==> config.mk <==
export PLATFORM = sky130hd
export DESIGN_NAME = spu_issue_scoreboard
export DESIGN_NICKNAME = d
export VERILOG_FILES = /design/src/rtl/spu_sched_pkg.sv /design/src/rtl/spu_wb_slot_shifter.sv /design/src/rtl/spu_issue_scoreboard.sv
export SDC_FILE = /design/constraint.sdc
export NUM_CORES = 1
export LEC_CHECK = 0
export ABC_AREA = 1
export BUFFER_PORTS_ARGS = -buffer_cell sky130_fd_sc_hd__buf_4
export CAP_MARGIN = 20
export CORE_ASPECT_RATIO = 1.2
export CORE_MARGIN = 2
export CORE_UTILIZATION = 29
export CTS_BUF_LIST = sky130_fd_sc_hd__clkbuf_16
export CTS_CLUSTER_DIAMETER = 100
export DETAILED_ROUTE_END_ITERATION = 16
export MAX_ROUTING_LAYER = met4
export SLEW_MARGIN = 20
export SYNTH_ARGS = -nofsm -noshare
export SYNTH_HDL_FRONTEND = slang
export SYNTH_SLANG_ARGS = --single-unit
==> constraint.sdc <==
create_clock -name clk -period 2.7 [get_ports clk]
set_input_delay 0.27 -clock clk [delete_from_list [all_inputs] [get_ports clk]]
set_output_delay 0.27 -clock clk [all_outputs]
set_load 0.03 [all_outputs]
==> src/rtl/spu_sched_pkg.sv <==
// spu_sched_pkg: shared constants and the write-back slot type
// for the SPU issue scoreboard and its slot shifter.
package spu_sched_pkg;

  localparam int NUM_REGS   = 128;
  localparam int REG_IDX_W  = 7;
  localparam int MAX_LAT    = 8;
  localparam int LAT_W      = 4;
  localparam int SLOT_IDX_W = $clog2(MAX_LAT);

  // issue_src_used bit positions
  localparam int SRC_RA = 0;
  localparam int SRC_RB = 1;
  localparam int SRC_RC = 2;

  typedef struct packed {
    logic                 valid;
    logic [REG_IDX_W-1:0] rt;
  } wb_slot_t;

endpackage

==> src/rtl/spu_wb_slot_shifter.sv <==
// spu_wb_slot_shifter: write-back slot array; slot[0] is this cycle's write.
// Ports: clk, reset, flush, loadEn/loadIdx/loadRt (post-shift load), slots (all).
module spu_wb_slot_shifter
  import spu_sched_pkg::*;
(
  input  logic                  clk,
  input  logic                  reset,
  input  logic                  flush,
  input  logic                  loadEn,
  input  logic [SLOT_IDX_W-1:0] loadIdx,
  input  logic [REG_IDX_W-1:0]  loadRt,
  output wb_slot_t              slots [MAX_LAT]
);

  always_ff @(posedge clk) begin
    if (reset || flush) begin
      for (int i = 0; i < MAX_LAT; i++)
        slots[i] <= '0;
    end else begin
      for (int i = 0; i < MAX_LAT - 1; i++)
        slots[i] <= slots[i+1];
      slots[MAX_LAT-1] <= '0;
      // load wins over the shift; port hazard keeps the target empty
      if (loadEn)
        slots[loadIdx] <= '{valid: 1'b1, rt: loadRt};
    end
  end

endmodule

==> src/rtl/spu_issue_scoreboard.sv <==
// spu_issue_scoreboard: single-issue RAW/WAW/write-port hazard scheduler.
// Ports: issue_* (decoder in), issue_ready, stall_raw/stall_wb/lat_err,
// flush, wb_valid/wb_rt (regfile write), pending_cnt.
// Option: define SPU_SCOREBOARD_BYPASS_EN to forward from slot[0].
module spu_issue_scoreboard
  import spu_sched_pkg::*;
(
  input  logic                 clk,
  input  logic                 reset,
  input  logic                 issue_valid,
  output logic                 issue_ready,
  input  logic [REG_IDX_W-1:0] issue_rt,
  input  logic                 issue_rt_we,
  input  logic [REG_IDX_W-1:0] issue_ra,
  input  logic [REG_IDX_W-1:0] issue_rb,
  input  logic [REG_IDX_W-1:0] issue_rc,
  input  logic [2:0]           issue_src_used,
  input  logic [LAT_W-1:0]     issue_lat,
  input  logic                 flush,
  output logic                 wb_valid,
  output logic [REG_IDX_W-1:0] wb_rt,
  output logic                 stall_raw,
  output logic                 stall_wb,
  output logic                 lat_err,
  output logic [LAT_W-1:0]     pending_cnt
);

`ifdef SPU_SCOREBOARD_BYPASS_EN
  // slot[0] value is forwarded, so it cannot cause a RAW stall
  localparam int RAW_FIRST = 1;
`else
  localparam int RAW_FIRST = 0;
`endif

  wb_slot_t             slots [MAX_LAT];
  logic [REG_IDX_W-1:0] srcs  [3];
  logic                 rawHit;
  logic                 wawHit;
  logic                 portHit;
  logic                 latBad;
  logic                 accept;
  logic                 loadEn;
  logic [SLOT_IDX_W-1:0] loadIdx;

  assign srcs[SRC_RA] = issue_ra;
  assign srcs[SRC_RB] = issue_rb;
  assign srcs[SRC_RC] = issue_rc;

  always_comb begin
    rawHit = 1'b0;
    for (int i = RAW_FIRST; i < MAX_LAT; i++)
      for (int j = 0; j < 3; j++)
        if (slots[i].valid && issue_src_used[j] &&
            srcs[j] == slots[i].rt)
          rawHit = 1'b1;
  end

  always_comb begin
    wawHit = 1'b0;
    for (int i = 0; i < MAX_LAT; i++)
      if (issue_rt_we && slots[i].valid &&
          issue_rt == slots[i].rt)
        wawHit = 1'b1;
  end

  // pre-shift slot[lat] becomes the post-shift target slot[lat-1]
  always_comb begin
    portHit = 1'b0;
    if (issue_rt_we && issue_lat < LAT_W'(MAX_LAT))
      portHit = slots[SLOT_IDX_W'(issue_lat)].valid;
  end

  assign latBad = (issue_lat == '0) ||
                  (issue_lat > LAT_W'(MAX_LAT));

  assign lat_err     = issue_valid & latBad;
  assign stall_raw   = issue_valid & rawHit;
  assign stall_wb    = issue_valid & (wawHit | portHit);
  assign issue_ready = ~stall_raw & ~stall_wb &
                       ~lat_err & ~flush;

  assign accept  = issue_valid & issue_ready & ~flush;
  assign loadEn  = accept & issue_rt_we;
  assign loadIdx = SLOT_IDX_W'(issue_lat - 1'b1);

  spu_wb_slot_shifter uShifter (
    .clk     (clk),
    .reset   (reset),
    .flush   (flush),
    .loadEn  (loadEn),
    .loadIdx (loadIdx),
    .loadRt  (issue_rt),
    .slots   (slots)
  );

  assign wb_valid = slots[0].valid;
  assign wb_rt    = slots[0].rt;

  always_ff @(posedge clk) begin
    if (reset || flush) begin
      pending_cnt <= '0;
    end else begin
      case ({loadEn, wb_valid})
        2'b10:   pending_cnt <= pending_cnt + 1'b1;
        2'b01:   pending_cnt <= pending_cnt - 1'b1;
        default: pending_cnt <= pending_cnt;
      endcase
    end
  end

endmodule
* Yosys cells after proc, flatten, opt, wreduce, memory -nomap -nowiden
Index checks and enable logic that the tools add are counted.
Cells by class: $add $sub $neg 3, multipliers 0, divide/modulo/power cells 0, magnitude comparators 5, equal/unequal tests 34, shifts and indexed selects 0, mux-type cells 41, bitwise operators 17, reductions and logical operators 71
Operators by type and width (count):
- equality test 7 bit | 32
- logical AND 1 bit | 66
- bitwise mux 64 bit | 1
- 2-to-1 mux 64 bit | 1
- 2-to-1 mux 1 bit | 33
- binary-select mux 8 bit (select 3 bit) | 1
- demux 8 bit (select 3 bit) | 1
- 2-to-1 mux 8 bit | 3
- bitwise AND 1 bit | 9
- greater-or-equal comparator 4 bit, second input constant | 2
- NOT 3 -> 4 bit | 2
- case mux 4 bit (2 select lines) | 1
- NOT 1 bit | 5
- adder 4 x 1 -> 4 bit, second input constant | 1
- greater-than comparator 4 bit, second input constant | 1
- logical NOT 4 bit | 1
- less-than comparator 4 x 1 -> 1 bit, second input constant | 1
- less-than comparator 4 bit, second input constant | 1
- subtractor 4 x 1 -> 4 bit, second input constant | 1
- subtractor 3 x 1 -> 3 bit, second input constant | 1
- equality test 2 x 1 -> 1 bit, second input constant | 1
- equality test 2 bit, second input constant | 1
- logical OR 1 bit | 2
- nonzero test 2 bit | 1
- 2 further kinds | 2
Storage, ports and cells: flip-flop bits (word level) 68, bits in latches 0, bits in writable memories 0, memory bits (read-only) 0, input bits 40, output and inout port bits 16, memories kept 0

* Logic depth before layout (Yosys ltp)
word-level depth 36, gate-level depth with buffers 24, gate-level depth less buffers 22

* By module
Synthesis repeated with hierarchy kept, for this count alone.
Second synthesis, totals: cells, all modules 1278, area total of the unflattened synthesis 6801.5 um2
By module, submodules not included:
- spu_issue_scoreboard | instances 1, cells an instance 951, area an instance 4356.7 um2
- spu_wb_slot_shifter | instances 1, cells an instance 327, area an instance 2444.8 um2

* Worst setup path after synthesis
Ideal clock, no wire load.
kind input-to-reg, start in issue_lat[0], end reg pending_cnt[3], library setup time 70 ps, arrival time 2860 ps, path slack -231 ps, stages on the path 18, cell sequence inv_1 -> ha_1 -> nand2_1 -> nand2_1 -> nand2_1 -> nor2_1 -> or2_2 -> a21oi_2 -> nand3_1 -> buf_2 -> ha_1 -> ha_1 -> nand2_1 -> nor2_1 -> a211oi_1 -> xor2_1 -> nand2_1 -> a21oi_1
RTL lines:
- start: declaration | RTL line spu_issue_scoreboard.sv:18 | input logic [LAT_W-1:0] issue_lat,
- greater-than comparator 4 bit / logical NOT 4 bit (equally long branches) | RTL line spu_issue_scoreboard.sv:74, spu_issue_scoreboard.sv:73
- logical OR 1 bit * | RTL line spu_issue_scoreboard.sv:73 | assign latBad = (issue_lat == '0) ||
- bitwise AND 1 bit * | RTL line spu_issue_scoreboard.sv:76 | assign lat_err = issue_valid & latBad;
- via lat_err | RTL line spu_issue_scoreboard.sv:24 | output logic lat_err,
- NOT 1 bit * | RTL line spu_issue_scoreboard.sv:80 | ~lat_err & ~flush;
- bitwise AND 1 bit * | RTL line spu_issue_scoreboard.sv:79 | assign issue_ready = ~stall_raw & ~stall_wb &
- bitwise AND 1 bit * | RTL line spu_issue_scoreboard.sv:80
- bitwise AND 1 bit * (2 in series) | RTL line spu_issue_scoreboard.sv:82 | assign accept = issue_valid & issue_ready & ~flush;
- bitwise AND 1 bit * | RTL line spu_issue_scoreboard.sv:83 | assign loadEn = accept & issue_rt_we;
- equality test 2 x 1 -> 1 bit / equality test 2 bit (equally long branches) | RTL line spu_issue_scoreboard.sv:103 | case ({loadEn, wb_valid})
- case mux 4 bit (2 select lines) / nonzero test 2 bit (equally long branches)
- end signal: assignment | RTL line spu_issue_scoreboard.sv:104 | 2'b10: pending_cnt <= pending_cnt + 1'b1;
- end signal: assignment | RTL line spu_issue_scoreboard.sv:105 | 2'b01: pending_cnt <= pending_cnt - 1'b1;
- end signal: assignment | RTL line spu_issue_scoreboard.sv:106 | default: pending_cnt <= pending_cnt;
- end: declaration | RTL line spu_issue_scoreboard.sv:25 | output logic [LAT_W-1:0] pending_cnt
Mark *: on every way through the listed nets, which the timed path passes. The rest lies on a longest branch. The select of a mux whose other input is x is not followed. A chain may end at the register's enable or synchronous reset.

* Final worst setup path
start reg, netlist name uShifter.slots[49], end reg pending_cnt[3]
Between the ends: longest elaborated chain between the ends 33
Ends and longest elaborated chain:
- equality test 7 bit | RTL line spu_issue_scoreboard.sv:54 | srcs[j] == slots[i].rt)
- logical AND 1 bit | RTL line spu_issue_scoreboard.sv:53 | if (slots[i].valid && issue_src_used[j] &&
- 2-to-1 mux 1 bit (21 in series) | RTL line spu_issue_scoreboard.sv:53
- bitwise AND 1 bit | RTL line spu_issue_scoreboard.sv:77 | assign stall_raw = issue_valid & rawHit;
- NOT 1 bit | RTL line spu_issue_scoreboard.sv:79
- bitwise AND 1 bit * (2 in series) | RTL line spu_issue_scoreboard.sv:79
- bitwise AND 1 bit * | RTL line spu_issue_scoreboard.sv:80
- bitwise AND 1 bit * (2 in series) | RTL line spu_issue_scoreboard.sv:82
- bitwise AND 1 bit * | RTL line spu_issue_scoreboard.sv:83
- equality test 2 x 1 -> 1 bit / equality test 2 bit (equally long branches) | RTL line spu_issue_scoreboard.sv:103
- case mux 4 bit (2 select lines) / nonzero test 2 bit (equally long branches)
Mark *: on every way between the ends. The rest lies on a longest branch, timed or not.

==> summary.md <==
| Metric | Value |
|---|---|
| Status | `finished with violations` |
| Failing checks | `setup timing` |
| Hold-critical path depth | `4` |
| Final hold vios | `0` |
| Worst skew pair latency | `0.35 ns` |
| CP bufs+invs | `2` |
| TritonCTS Buffers | `9` |
| Tot Pwr | `3.32 mW` |
| GR Overflow Total | `0` |
| Worst slew margin | `0.493` |
| Post-route cell area | `9480 sq um` |
| Die width | `146 um` |
| Cell family contributing the most delay on the critical path | `simple AND/OR/NAND/NOR gates` |
| WL met2 | `15.9 mm` |
| Max-Cap Viols | `0` |
| FF-to-FF Start | `uShifter.slots[49]` |
| DR top layer | `met4` |
| Ports | `56` |
| Post-layout min period | `2.71 ns` |
| CTS Root Cell | `clkbuf_16` |
| WS Path Type | `reg2reg` |
| Max Buffers Root-to-Sink | `2` |
| Top cell by count, worst path | `nand2_1` |
| Max incr delay on CP | `0.38 ns` |
| Reg clk slew, reported paths | `0.07 ns` |
| Cell count after synthesis | `1291` |
| Worst slack, placed | `-0.323 ns` |
| Non-filler cells, final | `1762` |
| Post-synth EDFFs | `0` |
| Die area | `25500 sq um` |
| Initial Util | `0.294` |
| Vias in the first global route | `8266` |
| Final slew viol count | `0` |
| Sequential area share after synthesis | `0.194` |
| Placed Cells | `1736` |
| Hold Path Class | `in2reg` |
| Vias per Instance | `5.12` |
| Fillers | `2704` |
| DR WL/cell | `19.6 um` |
| Final worst setup slack | `-0.00642 ns` |
| Largest net degree at the start of global routing | `59` |
| Tcrit/Tclk final | `1.00` |
| Clock Skew | `0.00916 ns` |
| Post-synthesis cell area | `7030 sq um` |
| PortBufs | `55` |
| Initial antenna violation count | `0` |
| FF/Latch Area | `1420 sq um` |
| Syn_area_per_cell | `5.44 sq um` |
| Worst vdd rail ir drop | `0.000290 V` |
| Worst reg2reg endpoint | `pending_cnt[3]` |
| Post-synth top flop | `dfxtp_1` |
| Most common cell after layout, fill and taps aside | `nand2_1` |
| Crit path max fanout | `3` |
| RSZ-0062 raised after global routing | `yes` |
| Met3 WL | `2.20 mm` |
| Max Freq | `369 MHz` |
| Area of the multi-input gates | `4850 sq um` |
| Die height | `175 um` |
| Clock Sinks | `68` |
| Pre-antenna DRT Iters | `5` |
| FF-to-FF path depth | `19` |
| Layout cell share with drive strength beyond 1 | `0.246` |
| Flops & latches, synth | `68` |
| WP data arrival | `2.99 ns` |
| Final setup fails | `1` |
| First-pass GRT wire length | `51.1 mm` |
| Row count | `62` |
| H-tree depth | `3` |
| Antenna-violating nets left | `0` |
| Area Growth Syn to Fin | `34.9%` |
| Synth warn | `0` |
| Wl on met1 | `15.1 mm` |
| Hold Startpoint | `reset` |
| Synth cell types | `32` |
| Hold WS | `0.220 ns` |
| PwrDens | `351 nW/um^2` |
| Setup_tns | `-0.00642 ns` |
| Crit-path cells | `buf_6 -> buf_4 -> nand2_1 -> nand3_1 -> nor2_1 -> nand2_1 -> nand2_1 -> nor2_2 -> nand3_2 -> a21oi_4 -> nand3_4 -> ha_4 -> ha_4 -> nand2_1 -> nor2_1 -> a211oi_2 -> xor2_1 -> nand2_1 -> a21oi_1` |
| Critical Path RT | `2.98 ns` |
| Gr usage total | `0.272` |
| Commonest non-fill, non-tap cells in the layout | `501 x nand2_1, 215 x buf_4, 100 x nor2_1, 97 x inv_1, 86 x a21oi_1` |
| CP Launch Type | `flip-flop` |
| DRT Wirelength | `34.5 mm` |
| Final #Nets | `1482` |
| CTS tree | `done` |
| Final Util | `0.397` |
| Placer congestion estimate | `1.00` |
| Hold EP | `pending_cnt[0]` |
| First DRT Iteration DRCs | `990` |
| Hpwl dp | `26.1 mm` |
| Lkg Pwr | `4.12 nW` |
| CP endpoint kind | `flip-flop` |
| Syn Nets | `1336` |
| Core ar. | `23900 sq um` |
| Asr flop ratio synth | `0` |
| Ant diodes | `0` |
| Slowest cell on crit path | `dfxtp_4` |
| Reg2reg setup slack | `-0.006 ns` |
| Least-Margin Pin Slew | `0.760 ns` |
| Routed via count | `9013` |
| DRC violations left | `0` |
| Post-DP Area | `8760 sq um` |
-- how the worst max path moves through the flow --
stage | endpoint | start | slack (ns) | depth (start not counted)
detailed placement | pending_cnt[3] | issue_rt[1] | -0.32 | 21
finish | pending_cnt[3] | uShifter.slots[49] | -0.006 | 19
CTS | pending_cnt[3] | uShifter.slots[14] | 0.0009 | 19
floorplan | issue_ready | issue_ra[3] | 0.05 | 18
global placement | pending_cnt[3] | issue_rt[1] | -0.33 | 21
global route | pending_cnt[3] | uShifter.slots[43] | -0.14 | 18
-- registers in the layout, summed over array words and instances, names as in the netlist --
| register | count |
|---|---|
| uShifter.slots | 64 |
| pending_cnt | 4 |
-- kinds of logic (layout without fill, tap and decap cells) --
family | Yosys count | count (layout) | share of synthesized area
flops | 68 | 68 | 0.194
mux | 2 | 2 | 0.00321
xor+xnor | 61 | 61 | 0.0760
simple gates | 746 | 746 | 0.439
fa+ha+maj | 5 | 5 | 0.00997
compound gates | 182 | 182 | 0.137
buf+inv | 227 | 378 | 0.141
-- routing by layer --
layer,GRT usage,vias to the layer above
met2,0.430,410
met4,0.102,0
met5,-,-
li1,-,4395
met3,0.0247,71
met1,0.362,4137
-- final cells by class --
class	instances	area share
well taps	320	0.0423
clock buffers	9	0.0238
inverters	128	0.0516
flip-flops and latches	68	0.150
multi-input cells	996	0.511
clock inverters	7	0.0154
repair buffers	234	0.205
-- worst min-delay path: stages --
cell	delay, ns
buf_4	0.08
nor2_1	0.07
o21ai_0	0.08
a21oi_1	0.04
-- where the power goes --
part / internal (mW) / switching (mW) / total, mW
clock network: 1.01 / 0.554 / 1.56
logic: 0.276 / 0.479 / 0.756
registers: 1.00 / 0.00551 / 1.01
total: 2.28 / 1.04 / 3.32
-- synthesized netlist by cell type (2+ instances only) --
library cell | count | area (sq um)
a21oi_1 | 86 | 430
buf_2 | 48 | 240
buf_4 | 13 | 97.6
buf_6 | 4 | 45.0
clkbuf_1 | 33 | 124
dfxtp_1 | 68 | 1360
ha_1 | 4 | 50.1
inv_1 | 121 | 454
inv_2 | 6 | 22.5
mux2_2 | 2 | 22.5
nand2_1 | 506 | 1900
nand3_1 | 37 | 185
nand4_1 | 79 | 494
nor2_1 | 107 | 402
nor3_1 | 11 | 55.1
o211ai_1 | 13 | 97.6
o21ai_0 | 65 | 325
o21ai_1 | 6 | 30.0
o22ai_1 | 9 | 56.3
or2_2 | 2 | 12.5
xnor2_1 | 50 | 438
xor2_1 | 11 | 96.3
-- timing repair --
item / 4_1_cts / 5_1_grt
cloned: 0 / 1
hold buffers: 0 / 0
hold endpoints to repair: 0 / 0
endpoints found under the setup margin: 6 / 58
gates resized for setup: 23 / 84
pin swaps: 3 / 25
setup buffers: 1 / 8
No activity file was read; power rests on OpenSTA's default activity.
